===== config.mk =====
export PLATFORM = sky130hd
export DESIGN_NAME = frequency_analyzer_flat
export DESIGN_NICKNAME = d
export VERILOG_FILES = /design/src/rtl/frequency_analyzer_if.sv /design/src/rtl/frequency_analyzer.sv /design/src/flat_wrapper.sv
export SDC_FILE = /design/constraint.sdc
export NUM_CORES = 1
export LEC_CHECK = 0
export ABC_AREA = 0
export BUFFER_PORTS_ARGS = -buffer_cell sky130_fd_sc_hd__buf_4
export CAP_MARGIN = 20
export CORE_ASPECT_RATIO = 1.75
export CORE_MARGIN = 2
export CORE_UTILIZATION = 45
export DETAILED_ROUTE_END_ITERATION = 7
export PLACE_DENSITY_LB_ADDON = 0.2
export SLEW_MARGIN = 20
export SYNTH_ARGS = -nofsm -noshare
export SYNTH_HDL_FRONTEND = slang
export SYNTH_SLANG_ARGS = --single-unit
export TNS_END_PERCENT = 1

===== constraint.sdc =====
create_clock -name clock -period 3.1 [get_ports clock]
set_clock_uncertainty 0.15 [all_clocks]
set_input_delay 0.775 -clock clock [delete_from_list [all_inputs] [get_ports clock]]
set_output_delay 0.775 -clock clock [all_outputs]
set_load 0.01 [all_outputs]

===== src/rtl/frequency_analyzer_if.sv =====
// Bus bundle for the frequency analyzer: window controls, the measured
// signal, and the published measurement result.
interface frequency_analyzer_if #(
  parameter int COUNTER_WIDTH = 32
);

  logic                     enable;
  logic                     start_analyzer;
  logic                     stop_analyzer;
  logic                     sample_in;
  logic [COUNTER_WIDTH-1:0] frequency;
  logic                     frequency_valid;
  logic                     overflow;
  logic                     busy;

  // The controller side drives the window and the signal under test.
  modport master (
    output enable,
    output start_analyzer,
    output stop_analyzer,
    output sample_in,
    input  frequency,
    input  frequency_valid,
    input  overflow,
    input  busy
  );

  // The analyzer side consumes the controls and publishes the result.
  modport slave (
    input  enable,
    input  start_analyzer,
    input  stop_analyzer,
    input  sample_in,
    output frequency,
    output frequency_valid,
    output overflow,
    output busy
  );

endinterface


===== src/rtl/frequency_analyzer.sv =====
// Frequency analyzer: counts rising edges of an asynchronous input between
// a window-open and a window-close level, and publishes the saturating
// count with a one-cycle valid pulse and an overflow flag.
module frequency_analyzer #(
  parameter int COUNTER_WIDTH = 32,
  parameter int SYNC_STAGES   = 2
) (
  input  logic                  clock,
  input  logic                  reset,
  frequency_analyzer_if.slave   bus
);

  typedef enum logic {
    IDLE,
    COUNT
  } state_t;

  localparam logic [COUNTER_WIDTH-1:0] CountMax   = '1;
  localparam logic [COUNTER_WIDTH-1:0] CountMaxM1 = {{(COUNTER_WIDTH-1){1'b1}}, 1'b0};

  logic [SYNC_STAGES-1:0]   r_sync;
  logic                     r_samplePrev;
  logic                     r_sampleEdge;
  logic                     r_startPrev;
  logic                     r_stopPrev;
  logic                     r_armed;

  state_t                   r_state;
  logic [COUNTER_WIDTH-1:0] r_counter;
  logic                     r_sat;
  logic [COUNTER_WIDTH-1:0] r_frequency;
  logic                     r_overflow;
  logic                     r_valid;
  logic                     r_busy;

  logic                     w_startRise;
  logic                     w_stopRise;
  logic [COUNTER_WIDTH-1:0] w_incCounter;
  logic                     w_incSat;
  state_t                   w_nextState;
  logic [COUNTER_WIDTH-1:0] w_nextCounter;
  logic                     w_nextSat;
  logic [COUNTER_WIDTH-1:0] w_nextFrequency;
  logic                     w_nextOverflow;
  logic                     w_nextValid;

  // Input conditioning runs regardless of enable; r_armed masks the first
  // cycle after reset so levels held across reset release are not seen as rises.
  always_ff @(posedge clock) begin
    if (reset) begin
      r_sync       <= '0;
      r_samplePrev <= 1'b0;
      r_sampleEdge <= 1'b0;
      r_startPrev  <= 1'b0;
      r_stopPrev   <= 1'b0;
      r_armed      <= 1'b0;
    end else begin
      r_sync       <= {r_sync[SYNC_STAGES-2:0], bus.sample_in};
      r_samplePrev <= r_sync[SYNC_STAGES-1];
      r_sampleEdge <= r_sync[SYNC_STAGES-1] & ~r_samplePrev;
      r_startPrev  <= bus.start_analyzer;
      r_stopPrev   <= bus.stop_analyzer;
      r_armed      <= 1'b1;
    end
  end

  assign w_startRise = r_armed & bus.start_analyzer & ~r_startPrev;
  assign w_stopRise  = r_armed & bus.stop_analyzer  & ~r_stopPrev;

  // Window control and saturating edge count; everything holds while disabled.
  always_comb begin
    w_nextState     = r_state;
    w_nextCounter   = r_counter;
    w_nextSat       = r_sat;
    w_nextFrequency = r_frequency;
    w_nextOverflow  = r_overflow;
    w_nextValid     = 1'b0;
    w_incCounter    = r_counter;
    w_incSat        = r_sat;

    if (r_sampleEdge) begin
      if (r_counter == CountMax) begin
        w_incCounter = CountMax;
        w_incSat     = 1'b1;
      end else begin
        w_incCounter = r_counter + 1'b1;
        w_incSat     = r_sat | (r_counter == CountMaxM1);
      end
    end

    if (bus.enable) begin
      case (r_state)
        IDLE: begin
          if (w_startRise) begin
            w_nextCounter = '0;
            w_nextSat     = 1'b0;
            w_nextState   = COUNT;
          end
        end
        COUNT: begin
          if (w_stopRise) begin
            w_nextFrequency = w_incCounter;
            w_nextOverflow  = w_incSat;
            w_nextValid     = 1'b1;
            if (w_startRise) begin
              w_nextCounter = '0;
              w_nextSat     = 1'b0;
            end else begin
              w_nextState   = IDLE;
            end
          end else if (w_startRise) begin
            w_nextCounter = '0;
            w_nextSat     = 1'b0;
          end else begin
            w_nextCounter = w_incCounter;
            w_nextSat     = w_incSat;
          end
        end
        default: begin
          w_nextState = IDLE;
        end
      endcase
    end
  end

  // State, count and published result registers.
  always_ff @(posedge clock) begin
    if (reset) begin
      r_state     <= IDLE;
      r_counter   <= '0;
      r_sat       <= 1'b0;
      r_frequency <= '0;
      r_overflow  <= 1'b0;
      r_valid     <= 1'b0;
      r_busy      <= 1'b0;
    end else begin
      r_state     <= w_nextState;
      r_counter   <= w_nextCounter;
      r_sat       <= w_nextSat;
      r_frequency <= w_nextFrequency;
      r_overflow  <= w_nextOverflow;
      r_valid     <= w_nextValid;
      r_busy      <= (w_nextState == COUNT);
    end
  end

  assign bus.frequency       = r_frequency;
  assign bus.frequency_valid = r_valid;
  assign bus.overflow        = r_overflow;
  assign bus.busy            = r_busy;

endmodule


===== src/flat_wrapper.sv =====
// flat-port wrapper written by rule: the top's interface ports become plain ports
module frequency_analyzer_flat 
#(
  parameter int COUNTER_WIDTH = 32,
  parameter int SYNC_STAGES   = 2
)
  (clock, reset, bus_enable, bus_start_analyzer, bus_stop_analyzer, bus_sample_in, bus_frequency, bus_frequency_valid, bus_overflow, bus_busy);
  frequency_analyzer_if #(.COUNTER_WIDTH(COUNTER_WIDTH)) bus_i ();
  input  logic clock;
  input  logic reset;
  input wire logic [$bits(bus_i.enable)-1:0] bus_enable;
  input wire logic [$bits(bus_i.start_analyzer)-1:0] bus_start_analyzer;
  input wire logic [$bits(bus_i.stop_analyzer)-1:0] bus_stop_analyzer;
  input wire logic [$bits(bus_i.sample_in)-1:0] bus_sample_in;
  output wire logic [$bits(bus_i.frequency)-1:0] bus_frequency;
  output wire logic [$bits(bus_i.frequency_valid)-1:0] bus_frequency_valid;
  output wire logic [$bits(bus_i.overflow)-1:0] bus_overflow;
  output wire logic [$bits(bus_i.busy)-1:0] bus_busy;
  assign bus_i.enable = bus_enable;
  assign bus_i.start_analyzer = bus_start_analyzer;
  assign bus_i.stop_analyzer = bus_stop_analyzer;
  assign bus_i.sample_in = bus_sample_in;
  assign bus_frequency = bus_i.frequency;
  assign bus_frequency_valid = bus_i.frequency_valid;
  assign bus_overflow = bus_i.overflow;
  assign bus_busy = bus_i.busy;
  frequency_analyzer #(.COUNTER_WIDTH(COUNTER_WIDTH), .SYNC_STAGES(SYNC_STAGES)) u_core (.clock(clock), .reset(reset), .bus(bus_i));
endmodule

==> flow_summary_export.csv, run 1 <==
group,metric,value,unit
run_status,outcome,"finished, final reports clean",
power_and_ir_drop,combinationalPowerShare,3.9,%
clock_network,cts_resized,0,
layout,nets,528,
timing,finalCritPeriodShare,83.3,%
power_and_ir_drop,switchingPower,0.463,mW
global_routing,grt_max_degree,34,
critical_path,startpoint_type,"flip-flop",
clock_network,clk_path_buf_depth,2,
synth,ys_types,55,
detailed_routing,ant_nets,0,
die,die_area,0.00941,mm2
synth,synthesis.nets,498,
min_path,hp-start,"u_core.r_samplePrev$_SDFF_PP0_",
clock_network,cts_setup_buffers,0,
critical_path,crit_top_cell,"nand4_1",
min_path,hold_class,"flip-flop to flip-flop",
detailed_routing,vias,3852,
die,num_rows,44,
timing,worst_pin_slew,0.722,ns
synth,synthArstFlopShare,0,%
die,die_h,127,um
synth,ys_warn_count,0,
die,core,0.00831,mm2
critical_path,cp_slowest_cell,"nor4_2",
clock_network,h-tree-depth,3,
detailed_routing,via_per_inst,6.04,
timing,finalSetupViolations,0,
synth,avgSynthCellArea,7.92,um2
critical_path,cp_max_fo,7,
placement,gp_congestion,0.972,
layout,drive_gt1_share,16.4,%
timing,rsz0062_at_grt,"no",
timing,final_max_slew_viol_count,0,
power_and_ir_drop,switching_share,21.4,%
synth,syn_inst,490,
critical_path,path_buf_inv,1,
power_and_ir_drop,leakage,1.67,nW
layout,final_cell_mix,"75 x dfxtp_1, 61 x o21ai_0, 60 x buf_4",
detailed_routing,routedWlPerCell,18.0,um
synth,yosysSeqAreaShare,38.7,%
detailed_routing,wl,11.5,mm
placement,dp_hpwl,8.12,mm
timing,holdWs,0.248,ns
synth,synth-edff-count,0,
placement,dp_worst_setup_slack,0.599,ns
timing,tns,0,ns
critical_path,worstPathRequired,3.16,ns
global_routing,grt_overflow,0,
die,ioPinCount,41,
critical_path,crit_start,"u_core.r_counter[0]$_SDFFE_PP0P_",
power_and_ir_drop,power.share.clock,50.8,%
die,start_util,46.7,%
run,cap_violations,0,
detailed_routing,drt_pre_antenna_iters,5,
global_routing,grt_pass1_vias,3685,
clock_network,clk_latency,0.34,ns
power_and_ir_drop,peakVddDrop,0.313,mV
synth,syn_area,0.00388,mm2
power_and_ir_drop,pwr_density_cell,469,mW/mm2
layout,antennaDiodeCount,0,
timing,relSlewSlack,51.5,%
global_routing,antenna_found_initial,0,
clock_network,clock_sinks,75,
placement,placed_area,0.00429,mm2
power_and_ir_drop,total_power,2.16,mW
critical_path,worstPathCellList,"ha_1 > nand4_1 > nor4_2 > buf_4 > nand4_1 > mux2i_1 > a31oi_1",
placement,portBuffers,40,
timing,max_freq,0.387,GHz
layout,syn_to_final_growth,18.5,%
power_and_ir_drop,p_seq_share,45.3,%
critical_path,cpLargestDelayFamily,"simple AND/OR/NAND/NOR gates",
layout,nFillCells,779,
clock_network,clkSlewWorstSetupHoldPaths,0.06,ns
clock_network,cts_tree,"yes",
critical_path,slowest_delay,0.57,ns
detailed_routing,drt-initial-drc-count,257,
layout,final_area,0.00460,mm2
global_routing,grt_pass1_wl,18.4,mm
detailed_routing,drc_errors,0,
clock_network,numCtsBuffers,9,
synth,ys.flop_type,"dfxtp_1",
layout,instances_no_fill,638,
layout,post-route-util,55.3,%
timing,fin_ws,0.518,ns
timing,hold_viol,0,
critical_path,reg2reg_from,"u_core.r_counter[0]$_SDFFE_PP0P_",
critical_path,worst_setup_path_end_kind,"flip-flop",
synth,ys_ff_latch,75,
layout,mostFrequentLayoutCell,"dfxtp_1",
critical_path,criticalPathCategory,"flip-flop to flip-flop",
placement,dpl.cell_count,624,
clock_network,clock-root-buffer,"clkbuf_16",
power_and_ir_drop,intPower,1.70,mW
critical_path,worstPathArrival,2.64,ns
die,die_width,74.2,um
timing,fin_crit,2.58,ns
clock_network,cts_hold_buf,0,
global_routing,track_usage,25.8,%
power by group through the flow:
stage	Sequential [mW]	Combinational [mW]	Clock, mW
floorplan	0.998	0.0460	0
global route	0.977	0.0907	1.16
finish	0.977	0.0846	1.10
CTS	0.977	0.0835	1.11
global placement	0.997	0.0824	0
detailed placement	0.998	0.0834	0
worst paths after layout:
| kind | endpoint | slack (ns) | depth (start not counted) |
|---|---|---|---|
| setup reg to reg | u_core.r_counter[24]$_SDFFE_PP0P_ | 0.52 | 7 |
| setup / recovery | u_core.r_counter[24]$_SDFFE_PP0P_ | 0.52 | 7 |
| hold reg to reg | u_core.r_sampleEdge$_SDFF_PP0_ | 0.25 | 1 |
| hold / removal | u_core.r_sampleEdge$_SDFF_PP0_ | 0.25 | 1 |
synth_stat cells (4+ instances only):
master | number | area [um2]
nand3b_1 | 6 | 45.0
nand2b_1 | 4 | 25.0
xor2_1 | 7 | 61.3
and4_1 | 9 | 78.8
nor3_1 | 27 | 135
a211oi_1 | 8 | 60.1
o21ai_0 | 61 | 305
nor4_1 | 13 | 81.3
nand2_1 | 34 | 128
inv_1 | 10 | 37.5
and3_1 | 8 | 50.1
nor2_1 | 31 | 116
a31oi_1 | 15 | 93.8
clkbuf_1 | 24 | 90.1
a21oi_1 | 37 | 185
nand4_1 | 17 | 106
or2_2 | 4 | 25.0
buf_2 | 8 | 40.0
xnor2_1 | 15 | 131
dfxtp_1 | 75 | 1500
nor2b_1 | 7 | 43.8
nand3_1 | 16 | 80.1
flip-flops by register name (all words and copies together), names as in the netlist:
name / count
u_core.r_startPrev: 1
u_core.r_samplePrev: 1
u_core.r_sat: 1
u_core.bus.overflow: 1
u_core.bus.frequency: 32
u_core.r_armed: 1
u_core.bus.frequency_valid: 1
u_core.r_stopPrev: 1
u_core.r_sampleEdge: 1
u_core.r_state: 1
u_core.r_counter: 32
u_core.r_sync: 2
metal layers:
layer / vias to the layer above / part of all wire, % / GRT usage (%)
met3: 37 / 4.2 / 5.48
met2: 124 / 51 / 43.9
met1: 1831 / 40 / 29.0
met5: - / 0 / 0
li1: 1860 / - / -
met4: 0 / 4.6 / 14.1
cell type report:
| class | instances | area (um2) | area share, % |
|---|---|---|---|
| inverter | 10 | 37.5 | 0.816 |
| clock inverter | 5 | 80.1 | 1.74 |
| timing repair buffer | 60 | 450 | 9.79 |
| clock buffer | 9 | 225 | 4.90 |
| multi-input combinational | 364 | 2160 | 47.0 |
| tap | 115 | 144 | 3.13 |
| sequential | 75 | 1500 | 32.6 |
cell families (layout without fill, tap and decap cells):
| group | count (synthesis) | after routing | synth area share (%) |
|---|---|---|---|
| and+or+nand+nor | 193 | 193 | 27.7 |
| AOI/OAI and AO/OA | 144 | 144 | 21.5 |
| DFF | 75 | 75 | 38.7 |
| buffers and inverters | 51 | 84 | 5.68 |
| xor gates and xnor gates | 22 | 22 | 4.97 |
| muxes | 3 | 3 | 0.774 |
| adders and majority gates | 2 | 2 | 0.645 |
(Power assumes the default switching activity.)
==> inputs of run 2 (changes only) <==
==> constraint.sdc (replaced) <==
create_clock -name clock -period 2.4 [get_ports clock]
set_clock_uncertainty 0.15 [all_clocks]
set_input_delay 0.6 -clock clock [delete_from_list [all_inputs] [get_ports clock]]
set_output_delay 0.6 -clock clock [all_outputs]
set_load 0.01 [all_outputs]
==> run 2 against run 1 <==
Compared with the run above: critical endpoint is now u_core.r_counter[28]$_SDFFE_PP0P_; sequential cell count is the same; highest routed layer unchanged; largest cell class unchanged; final area up 5.4%; power grew 28%; sequential share of layout area decreased by 1.7 points; fmax is 11% higher; critical path type unchanged.
==> flow_summary_export.csv, run 2 (synthesis gave the netlist of run 1 again) <==
group,metric,value,unit
run_status,outcome,"finished, final reports clean",
detailed_routing,vias,3922,
critical_path,worstPathRequired,2.50,ns
clock_network,numCtsBuffers,9,
placement,dp_hpwl,8.65,mm
critical_path,crit_start,"u_core.r_counter[4]$_SDFFE_PP0P_",
die,die_width,74.2,um
timing,final_max_slew_viol_count,0,
placement,portBuffers,40,
global_routing,grt_pass1_wl,18.4,mm
critical_path,cp_slowest_cell,"or4_4",
timing,finalSetupViolations,0,
clock_network,cts_hold_buf,0,
timing,fin_crit,2.33,ns
die,die_area,0.00941,mm2
placement,placed_area,0.00453,mm2
detailed_routing,via_per_inst,5.88,
power_and_ir_drop,power.share.clock,49.9,%
detailed_routing,wl,11.8,mm
timing,max_freq,0.430,GHz
timing,fin_ws,0.0723,ns
placement,gp_congestion,0.974,
critical_path,cpLargestDelayFamily,"simple AND/OR/NAND/NOR gates",
layout,post-route-util,58.3,%
layout,final_cell_mix,"84 x buf_4, 75 x dfxtp_1, 61 x o21ai_0",
detailed_routing,drc_errors,0,
timing,hold_viol,0,
clock_network,clk_latency,0.34,ns
critical_path,slowest_delay,0.66,ns
global_routing,grt_pass1_vias,3732,
critical_path,cp_max_fo,8,
power_and_ir_drop,pwr_density_cell,571,mW/mm2
layout,antennaDiodeCount,0,
critical_path,worstPathArrival,2.42,ns
placement,dpl.cell_count,651,
power_and_ir_drop,intPower,2.17,mW
layout,drive_gt1_share,21.0,%
power_and_ir_drop,peakVddDrop,0.515,mV
die,ioPinCount,41,
clock_network,h-tree-depth,3,
layout,nets,555,
critical_path,worstPathCellList,"nand4_1 > or4_4 > nor3_2 > a21oi_1 > a211oi_1",
min_path,hp-start,"u_core.r_samplePrev$_SDFF_PP0_",
layout,nFillCells,758,
detailed_routing,drt_pre_antenna_iters,4,
timing,holdWs,0.236,ns
power_and_ir_drop,switching_share,21.7,%
power_and_ir_drop,total_power,2.77,mW
global_routing,track_usage,25.9,%
detailed_routing,routedWlPerCell,17.7,um
placement,dp_worst_setup_slack,0.0878,ns
clock_network,clkSlewWorstSetupHoldPaths,0.06,ns
power_and_ir_drop,leakage,1.83,nW
die,core,0.00831,mm2
global_routing,grt_max_degree,30,
detailed_routing,drt-initial-drc-count,277,
critical_path,worst_setup_path_end_kind,"flip-flop",
run,cap_violations,0,
min_path,hold_class,"flip-flop to flip-flop",
global_routing,antenna_found_initial,0,
critical_path,reg2reg_from,"u_core.r_counter[4]$_SDFFE_PP0P_",
clock_network,clock-root-buffer,"clkbuf_16",
die,num_rows,44,
power_and_ir_drop,p_seq_share,45.6,%
clock_network,clock_sinks,75,
layout,final_area,0.00485,mm2
clock_network,cts_tree,"yes",
timing,relSlewSlack,61.0,%
timing,finalCritPeriodShare,97.0,%
timing,worst_pin_slew,0.585,ns
layout,mostFrequentLayoutCell,"buf_4",
layout,instances_no_fill,667,
die,die_h,127,um
clock_network,clk_path_buf_depth,2,
detailed_routing,ant_nets,0,
global_routing,grt_overflow,0,
die,start_util,46.7,%
layout,syn_to_final_growth,25.0,%
critical_path,criticalPathCategory,"flip-flop to flip-flop",
timing,tns,0,ns
critical_path,startpoint_type,"flip-flop",
critical_path,path_buf_inv,0,
power_and_ir_drop,switchingPower,0.602,mW
timing,rsz0062_at_grt,"yes",
power_and_ir_drop,combinationalPowerShare,4.5,%
run 2: cell type report:
cell class	instances	area, um2	area share [%]
inverter	10	37.5	0.774
timing repair buffer	87	691	14.2
sequential	75	1500	31.0
clock buffer	12	256	5.29
clock inverter	4	48.8	1.01
multi-input combinational	364	2170	44.7
tap	115	144	2.97
run 2: power by group through the flow:
stage / logic [mW] / registers [mW] / clock network (mW)
after floorplan: 0.0594 / 1.29 / 0
after global placement: 0.121 / 1.29 / 0
after detailed placement: 0.122 / 1.29 / 0
after CTS: 0.123 / 1.26 / 1.40
after global routing: 0.133 / 1.26 / 1.45
final: 0.124 / 1.26 / 1.38
run 2: metal layers:
layer,part of all wire (%),wire (um),vias up,GRT usage (%)
li1,-,-,1908,-
met1,37,4390,1864,27.0
met2,54,6380,111,45.9
met3,3.5,408,39,4.77
met4,5.2,616,0,15.9
met5,0,0,-,0
run 2: worst paths after layout:
| path | to | slack, ns | cells after the start |
|---|---|---|---|
| hold / removal | u_core.r_sampleEdge$_SDFF_PP0_ | 0.24 | 1 |
| setup / recovery | u_core.r_counter[28]$_SDFFE_PP0P_ | 0.07 | 5 |
| hold reg to reg | u_core.r_sampleEdge$_SDFF_PP0_ | 0.24 | 1 |
| setup reg to reg | u_core.r_counter[28]$_SDFFE_PP0P_ | 0.07 | 5 |
run 2: timing repair:
item / in CTS / in global routing
setup buffers: 0 / 0
setup endpoints to repair: 0 / 15
resized for setup: 0 / 2
